<file path="config.mk">
export PLATFORM = sky130hd
export DESIGN_NAME = hilo_muldiv_seq
export DESIGN_NICKNAME = d
export VERILOG_FILES = /design/src/rtl/hilo_pkg.sv /design/src/rtl/hilo_step.sv /design/src/rtl/hilo_muldiv_seq.sv
export SDC_FILE = /design/constraint.sdc
export NUM_CORES = 1
export LEC_CHECK = 0
export CORE_UTILIZATION = 25
export DETAILED_ROUTE_END_ITERATION = 12
export PLACE_DENSITY_LB_ADDON = 0.25
export SYNTH_ARGS = -nofsm -noshare
export SYNTH_HDL_FRONTEND = slang
export SYNTH_HIERARCHICAL = 1
export SYNTH_SLANG_ARGS = --single-unit
</file>
<file path="constraint.sdc">
create_clock -name clk -period 3.4 [get_ports clk]
set_input_delay 0.68 -clock clk [delete_from_list [all_inputs] [get_ports clk]]
set_output_delay 0.68 -clock clk [all_outputs]
set_load 0.01 [all_outputs]
</file>
<file path="src/rtl/hilo_pkg.sv">
// Shared encodings and constants for the HI/LO multiply/divide sequencer.
package hilo_pkg;

    localparam int HILO_WIDTH = 32;

    typedef enum logic [1:0] {
        OP_MULTU = 2'b00,
        OP_MULT  = 2'b01,
        OP_DIVU  = 2'b10,
        OP_DIV   = 2'b11
    } op_e;

    typedef enum logic [1:0] {
        ST_IDLE,
        ST_MUL,
        ST_DIV,
        ST_DONE
    } state_e;

    // LO value written for a divide by zero (sliced to the operand width)
    localparam logic [63:0] DIV0_LO = '1;

endpackage

</file>
<file path="src/rtl/hilo_step.sv">
// One radix-2 iteration: shift-add multiply step (mode=0) or restoring divide step (mode=1).
module hilo_step
    import hilo_pkg::*;
#(
    parameter int WIDTH = HILO_WIDTH
) (
    input  logic             mode,
    input  logic [WIDTH:0]   acc,
    input  logic [WIDTH-1:0] lo,
    input  logic [WIDTH-1:0] b,
    output logic [WIDTH:0]   acc_next,
    output logic [WIDTH-1:0] lo_next
);

    logic [WIDTH:0]   sum;
    logic [WIDTH+1:0] rem_sh;

    always_comb begin
        sum    = lo[0] ? (acc + {1'b0, b}) : acc;
        rem_sh = {acc, lo[WIDTH-1]};
        if (mode) begin
            // Remainder stays below the divisor, so the shifted value fits WIDTH+1 bits
            if (rem_sh >= {2'b00, b}) begin
                acc_next = (WIDTH+1)'(rem_sh - {2'b00, b});
                lo_next  = {lo[WIDTH-2:0], 1'b1};
            end else begin
                acc_next = rem_sh[WIDTH:0];
                lo_next  = {lo[WIDTH-2:0], 1'b0};
            end
        end else begin
            acc_next = {1'b0, sum[WIDTH:1]};
            lo_next  = {sum[0], lo[WIDTH-1:1]};
        end
    end

endmodule

</file>
<file path="src/rtl/hilo_muldiv_seq.sv">
// Multi-cycle MULT/MULTU/DIV/DIVU sequencer producing the packed {HI, LO} write-back.
// Optional HILO_EARLY_TERM_EN: multiplies stop once the remaining multiplier bits are zero.
module hilo_muldiv_seq
    import hilo_pkg::*;
#(
    parameter int WIDTH = HILO_WIDTH
) (
    input  logic               clk,
    input  logic               rst,
    input  logic               start,
    input  logic [1:0]         op,
    input  logic [WIDTH-1:0]   src_a,
    input  logic [WIDTH-1:0]   src_b,
    input  logic               flush,
    input  logic               mf_req,
    output logic               busy,
    output logic               stall,
    output logic               hilo_write,
    output logic [2*WIDTH-1:0] hilo_data
);

    localparam int CW = $clog2(WIDTH + 1);

    state_e             state_q;
    logic [CW-1:0]      cnt_q;
    logic [WIDTH:0]     acc_q;
    logic [WIDTH:0]     acc_next;
    logic [WIDTH-1:0]   lo_q;
    logic [WIDTH-1:0]   lo_next;
    logic [WIDTH-1:0]   b_q;
    logic [WIDTH-1:0]   a_raw_q;
    logic               div_q;
    logic               neg_q;
    logic               neg_r;
    logic               dz_q;
    logic [2*WIDTH-1:0] hilo_q;
    logic [2*WIDTH-1:0] prod;
    logic [2*WIDTH-1:0] result;
    logic [WIDTH-1:0]   a_mag;
    logic [WIDTH-1:0]   b_mag;
    logic [WIDTH-1:0]   quot;
    logic [WIDTH-1:0]   rem;
    logic               is_signed;
    logic               is_div;
    logic               last;
`ifdef HILO_EARLY_TERM_EN
    logic [WIDTH-1:0]   mpl_q;
`endif

    hilo_step #(.WIDTH(WIDTH)) u_step (
        .mode     (state_q == ST_DIV),
        .acc      (acc_q),
        .lo       (lo_q),
        .b        (b_q),
        .acc_next (acc_next),
        .lo_next  (lo_next)
    );

    always_comb begin
        is_signed = (op_e'(op) == OP_MULT) || (op_e'(op) == OP_DIV);
        is_div    = (op_e'(op) == OP_DIVU) || (op_e'(op) == OP_DIV);
        a_mag     = (is_signed && src_a[WIDTH-1]) ? -src_a : src_a;
        b_mag     = (is_signed && src_b[WIDTH-1]) ? -src_b : src_b;

        last = (cnt_q == CW'(WIDTH - 1));
        prod = {acc_q[WIDTH-1:0], lo_q};
`ifdef HILO_EARLY_TERM_EN
        if ((state_q == ST_MUL) && ((mpl_q >> 1) == '0))
            last = 1'b1;
        // A short run leaves the product left-aligned by the skipped iterations
        prod = prod >> (CW'(WIDTH) - cnt_q);
`endif

        quot = neg_q ? -lo_q : lo_q;
        rem  = neg_r ? -acc_q[WIDTH-1:0] : acc_q[WIDTH-1:0];
        if (!div_q)
            result = neg_q ? -prod : prod;
        else if (dz_q)
            result = {a_raw_q, DIV0_LO[WIDTH-1:0]};
        else
            result = {rem, quot};
    end

    assign busy       = (state_q != ST_IDLE);
    assign hilo_write = (state_q == ST_DONE) && !flush;
    assign hilo_data  = hilo_write ? result : hilo_q;
    assign stall      = busy && (mf_req || start) && !hilo_write;

    always_ff @(posedge clk or negedge rst) begin
        if (!rst) begin
            state_q <= ST_IDLE;
            cnt_q   <= '0;
            acc_q   <= '0;
            lo_q    <= '0;
            b_q     <= '0;
            a_raw_q <= '0;
            div_q   <= 1'b0;
            neg_q   <= 1'b0;
            neg_r   <= 1'b0;
            dz_q    <= 1'b0;
            hilo_q  <= '0;
`ifdef HILO_EARLY_TERM_EN
            mpl_q   <= '0;
`endif
        end else if (flush) begin
            state_q <= ST_IDLE;
        end else begin
            case (state_q)
                ST_IDLE: begin
                    if (start) begin
                        acc_q   <= '0;
                        cnt_q   <= '0;
                        lo_q    <= is_div ? a_mag : b_mag;
                        b_q     <= is_div ? b_mag : a_mag;
                        a_raw_q <= src_a;
                        div_q   <= is_div;
                        neg_q   <= is_signed && (src_a[WIDTH-1] ^ src_b[WIDTH-1]);
                        neg_r   <= is_signed && src_a[WIDTH-1];
                        dz_q    <= is_div && (src_b == '0);
`ifdef HILO_EARLY_TERM_EN
                        mpl_q   <= b_mag;
`endif
                        state_q <= is_div ? ST_DIV : ST_MUL;
                    end
                end
                ST_MUL, ST_DIV: begin
                    acc_q <= acc_next;
                    lo_q  <= lo_next;
                    cnt_q <= cnt_q + 1'b1;
`ifdef HILO_EARLY_TERM_EN
                    mpl_q <= mpl_q >> 1;
`endif
                    if (last)
                        state_q <= ST_DONE;
                end
                ST_DONE: begin
                    hilo_q  <= result;
                    state_q <= ST_IDLE;
                end
                default: state_q <= ST_IDLE;
            endcase
        end
    end

endmodule

</file>
* Yosys cells after proc, flatten, opt, wreduce, memory -nomap -nowiden
Index checks and enable logic that the tools add are counted.
** Storage, ports and cells
- Register bits after elaboration :: 205
- Input port bits :: 71
- Logic and storage cells :: 79
** Operators by class
- $add $sub $neg :: 8
- Order comparisons :: 1
- Equality and inequality tests :: 10
- Mux-type cells :: 26
- Bitwise operators :: 2
- Reduce and logical (&&, ||, !) cells :: 21
** Operators with widths (number)
- 32-bit two-way mux :: 8
- 64-bit two-way mux :: 4
- 33-bit two-way mux :: 4
- 32-bit negation :: 4
- 33-bit case mux with 2 select lines :: 1
- 64-bit negation :: 1
- 32-bit case mux with 2 select lines :: 1
- 34-bit by 32-bit greater-or-equal comparator with 1-bit output :: 1
- 33-bit by 32-bit adder with 33-bit output :: 1
- 33-bit by 32-bit subtractor with 33-bit output :: 1
- 32-bit logical NOT :: 1
- 6-bit case mux with 2 select lines :: 1
- 2-bit == test, second input constant :: 4
- 2-bit two-way mux :: 4
- 1-bit logical AND :: 7
- 6-bit by 1-bit adder with 6-bit output, second input constant :: 1
- 6-bit by 5-bit == test with 1-bit output, second input constant :: 1
- 6-bit two-way mux :: 1
- 3-bit inequality test, second input constant :: 2
- 2-bit case mux with 3 select lines :: 1
- 3-bit AND reduction :: 2
- 2-bit by 1-bit == test with 1-bit output, second input constant :: 2
- 2-bit AND reduction :: 2
- 2-bit nonzero test :: 2
- other kinds (8) :: 11

* Depth between registers and ports, before layout
- Word-level depth :: 7
- Depth in mapped cells :: 17
- Mapped depth without buffers :: 16

* By module
Netlist, hierarchy kept.
** Modules (own cells, without submodules)
- hilo_muldiv_seq :: instances 1, cells an instance 1572, area an instance 12923.6 sq um, sequential area each 5129.9 sq um
- hilo_step :: instances 1, cells an instance 739, area an instance 4882.2 sq um, sequential area each 0.0 sq um

* Least setup slack after synthesis
Ideal clock, no wire load.
- Path type :: reg2out
- From :: reg lo_q[18]
- To :: out hilo_data[47]
- Arrival :: 3026 ps
- Required time :: 2720 ps
- Path slack :: -306 ps
- Stages on the path, launching flop included :: 8
- Cell sequence :: dfrtp_1 -> or4_4 -> or4_4 -> buf_6 -> or3_4 -> o21ai_0 -> xor2_1 -> a2111oi_0
** Between the ends
- Cells in the longest elaborated chain, start to end :: 4
** RTL lines
- start, declared :: RTL line hilo_muldiv_seq.sv:28 : logic [WIDTH-1:0] lo_q;
- start signal, assigned :: RTL line hilo_muldiv_seq.sv:113 : lo_q <= is_div ? a_mag : b_mag;
- start signal, assigned :: RTL line hilo_muldiv_seq.sv:128 : lo_q <= lo_next;
- 64-bit negation :: RTL line hilo_muldiv_seq.sv:77 : result = neg_q ? -prod : prod;
- 64-bit two-way mux :: RTL line hilo_muldiv_seq.sv:77
- 64-bit two-way mux :: RTL line hilo_muldiv_seq.sv:76 : if (!div_q)
- 64-bit two-way mux :: RTL line hilo_muldiv_seq.sv:86 : assign hilo_data = hilo_write ? result : hilo_q;
- end, declared :: RTL line hilo_muldiv_seq.sv:19 : output logic [2*WIDTH-1:0] hilo_data
No other way between the ends.

* Worst setup path after layout
- From :: reg lo_q[17]
- To :: out hilo_data[61]
The elaborated chain is that of the path after synthesis.

==> impl_metrics.tcl <==
set metrics [dict create \
    maxSlewHeadroom_pct 42.9 \
    grtUsageTotal_pct 23.8 \
    p_int_mw 13.3 \
    grt_max_degree 90 \
    min_path_type "in2async" \
    failing_checks "negative setup slack" \
    crit_path_max_incr_delay_ns 0.54 \
    gp_congestion 0.966 \
    worstMarginPinSlew_ns 0.855 \
    arrival_ns 3.45 \
    syn_inst 2311 \
    avgSynthCellArea_um2 7.70 \
    postSynth.asyncResetShare_pct 100 \
    simple_gate_area_share_of_the_yosys_netlist_pct 22.9 \
    critPathLaunch "lo_q[17]" \
    synth.net_count 2457 \
    setup_viol_count_final 59 \
    timing.clock.skew_ns 0.0117 \
    synth-compound-area-share_pct 23.7 \
    antenna-diode-count 0 \
    ir_worst_vdd_mv 0.425 \
    detail-route-antenna-nets 0 \
    setup.reg_to_reg.worst_slack_ns -0.15 \
    initial_utilization_pct 25.3 \
    fp.coreArea_um2 70300 \
    dieHeight_um 269 \
    die_area_um2 72300 \
    critPathMostFrequentCell "sky130_fd_sc_hd__or4_4" \
    post_synth_fa_ha_maj_area_fraction_pct 5.35 \
    fin_hold_ws_ns 0.120 \
    postRouteWirelength_um 87400 \
    fin_nets 2966 \
    viasPerCell 5.30 \
    power.share.switching_pct 49.5 \
    post_synth_instance_area_um2 17800 \
    overflow 0 \
    p_per_area_nw_per_um2 1010 \
    synthToLayoutAreaGrowth_pct 46.6 \
    crit_chain "or4_4 -> or4_4 -> buf_12 -> buf_6 -> nor4_4 -> buf_4 -> a31oi_1 -> nor4b_2 -> a41oi_2 -> buf_2" \
    routedWlPerCell_um 23.1 \
    number_of_enable_type_register_cells_in_the_synthesized_netlist 0 \
    drc 0 \
    drt-initial-drc-count 1482 \
    end_kind "output port" \
    outcome "finished, violations left" \
    grt.met1_usage_pct 31.9 \
    top_usage_layer "met2" \
    ff2ff_path_depth 17 \
    static-leakage-power_nw 11.5 \
    vias_in_the_first_global_route 20028 \
    worst_path_class_setup "reg2out" \
    grt_pass1_wl_um 129000 \
    synth_cell_types 84 \
    grt_antenna_before_repair 0 \
    cts.sink_count 205 \
    timing.critical_path.to "hilo_data[61]" \
    crit_slowest_cell "sky130_fd_sc_hd__or4_4" \
    post-route-period-util_pct 122 \
    fmax_ghz 0.242 \
    worst-path-max-fanout 4 \
    synth-seq-area-share_pct 28.8 \
    power.share.sequential_pct 17.0 \
    synth-warning-count 6 \
    detailed_place_hpwl_um 67800 \
    worst-endpoint-required_ns 2.72 \
    share_of_post_route_cells_with_drive_strength_above_1_pct 31.3 \
    post_synth_mux_area_share_pct 5.38 \
    ios 138 \
    synth.ff_latch_count 205 \
    worst_setup_path_start_kind "flip-flop" \
    clockBufferDepth 3 \
    dp.cells 3660 \
    placement_rows 97 \
    drt-pass1-iter-count 6 \
    rsz0062_at_grt "true" \
    finalMaxSlewViolations 0 \
    finish.cell_count_without_fillers 3780 \
    cts-htree-levels 1 \
    cts_buffers 27 \
    clk-insertion-delay-late_ns 0.58 \
    report.final.hold_viol_count 0 \
    die_width_um 269 \
    port_buffers 137 \
    gr-usage-met3_pct 2.54 \
    pwr-share-comb_pct 71.6 \
    final_critical_path_setup_slack_ns -0.733 \
    max_cap_violations 0 \
    r2r-end "acc_q[20]" \
    num_vias 20051 \
    groute.layer.met2.usage_pct 39.0 \
    synth_top_flop_cell "sky130_fd_sc_hd__dfrtp_1" \
    synth_xor_area_share_pct 8.76 \
    final.min_clock_period_ns 4.13 \
    combinational_family_with_the_most_area_after_synthesis "compound AO/OA/AOI/OAI gates" \
    cts_root_buffer "sky130_fd_sc_hd__clkbuf_16" \
    clockPowerShare_pct 11.4 \
    cts_tree "yes" \
    power.switching_mw 13.0 \
    clk_pin_slew_ns 0.06 \
    critical_path.reg2reg.startpoint "lo_q[31]" \
]
[Yosys cell counts, drive strengths merged (14+ instances only)]
library cell  instances  area (um^2)
a21oi               198          995
o21a                 17          128
inv                  68          255
nand2               352         1320
o21ai               162          822
nand2b               19          119
mux2i                53          531
nor3                 46          235
nor4                 30          200
nor2b                25          156
nor2                171          642
dfrtp               205         5130
a211oi               37          278
clkbuf              132          495
or4                  21          169
a21o                 23          173
xnor2                84          736
nand4                23          144
nand3                85          425
a31oi                29          181
o221ai               15          131
buf                  29          149
mux2                 38          428
ha                   73          913
and3                 18          113
o31ai                43          323
or3                  27          174
xor2                 94          823
o211ai               14          105
o41ai                21          203
[worst min path at each step]
stage | start | slack (ns) | end
5_1_grt | rst | 0.16 | hilo_q[18]
6_report | rst | 0.12 | hilo_q[20]
3_5_place_dp | a_raw_q[5] | 0.47 | a_raw_q[5]
4_1_cts | rst | 0.14 | hilo_q[15]
2_1_floorplan | rst | 0.38 | a_raw_q[0]
3_3_place_gp | a_raw_q[5] | 0.47 | a_raw_q[5]
[final cells by class]
| class | instances | area (um^2) |
|---|---|---|
| Sequential cell | 205 | 5140 |
| Inverter | 70 | 268 |
| Multi-Input combinational cell | 1875 | 13200 |
| Clock inverter | 15 | 173 |
| Fill cell | 7225 | 44200 |
| Timing Repair Buffer | 641 | 5370 |
| Tap cell | 940 | 1180 |
| Clock buffer | 34 | 742 |
[cells in the final DEF (no fill, tap or decap), types with 65 or more instances in the layout]
cell type / n
sky130_fd_sc_hd__buf_4: 437
sky130_fd_sc_hd__nand2_1: 337
sky130_fd_sc_hd__dfrtp_1: 199
sky130_fd_sc_hd__nor2_1: 157
sky130_fd_sc_hd__a21oi_1: 149
sky130_fd_sc_hd__o21ai_0: 120
sky130_fd_sc_hd__xor2_1: 84
sky130_fd_sc_hd__xnor2_1: 83
sky130_fd_sc_hd__nand3_1: 80
sky130_fd_sc_hd__clkdlybuf4s50_1: 70
sky130_fd_sc_hd__inv_1: 65
[through the flow]
step / instance area, um^2 / setup WS, ns / setup TNS [ns] / util, % / power (mW)
4_1_cts: 25400 / -0.724 / -30.62 / 36.2 / 25.4
3_5_place_dp: 23100 / -0.597 / -30.82 / 32.9 / 21.0
5_1_grt: 26100 / -0.848 / -31.79 / 37.1 / 27.9
6_report: 26100 / -0.733 / -24.39 / 37.1 / 26.3
3_3_place_gp: 23100 / -0.572 / -28.29 / 32.9 / 21.0
2_1_floorplan: 17800 / 0.0276 / 0 / - / 13.2
[flip-flops by register name (all words and copies together), names as in the netlist]
register	cells
acc_q	33
hilo_q	64
neg_q	1
cnt_q	6
b_q	32
dz_q	1
neg_r	1
div_q	1
lo_q	32
state_q	2
a_raw_q	32
[layer usage]
metal	vias up	share of wire, %	wire (um)
li1	9354	-	-
met1	9866	44	38400
met2	675	46	40500
met3	156	5.2	4570
met4	0	4.5	3970
met5	-	0	0
[cells by family (layout without fill, tap and decap cells)]
family,count (synthesis),after routing
AOI/OAI and AO/OA,663,663
xor gates and xnor gates,178,178
DFF,205,205
adders and majority gates,75,75
buffers and inverters,231,760
muxes,91,91
and+or+nand+nor,868,868
[critical path: cells and delay by family (launching register included)]
family	cells	cell delay, ns
buf+inv	4	0.65
flops	1	0.39
simple gates	4	1.65
compound gates	2	0.18
[power groups by stage]
| stage | Combinational, mW | Sequential (mW) | Clock (mW) |
|---|---|---|---|
| after floorplan | 9.01 | 4.21 | 0 |
| after global placement | 16.6 | 4.41 | 0 |
| after detailed placement | 16.6 | 4.43 | 0 |
| after CTS | 17.9 | 4.42 | 3.08 |
| after global routing | 20.2 | 4.57 | 3.16 |
| final | 18.9 | 4.47 | 3.01 |
[timing repair]
action | 4_1_cts | 5_1_grt
buffers inserted | 47 | 35
resized for setup | 489 | 134
setup endpoints to repair | 100 | 93
hold buffers | 0 | 0
pin swaps | 163 | 102
gates cloned | 5 | 0
No activity file was read; power rests on OpenSTA's default activity.
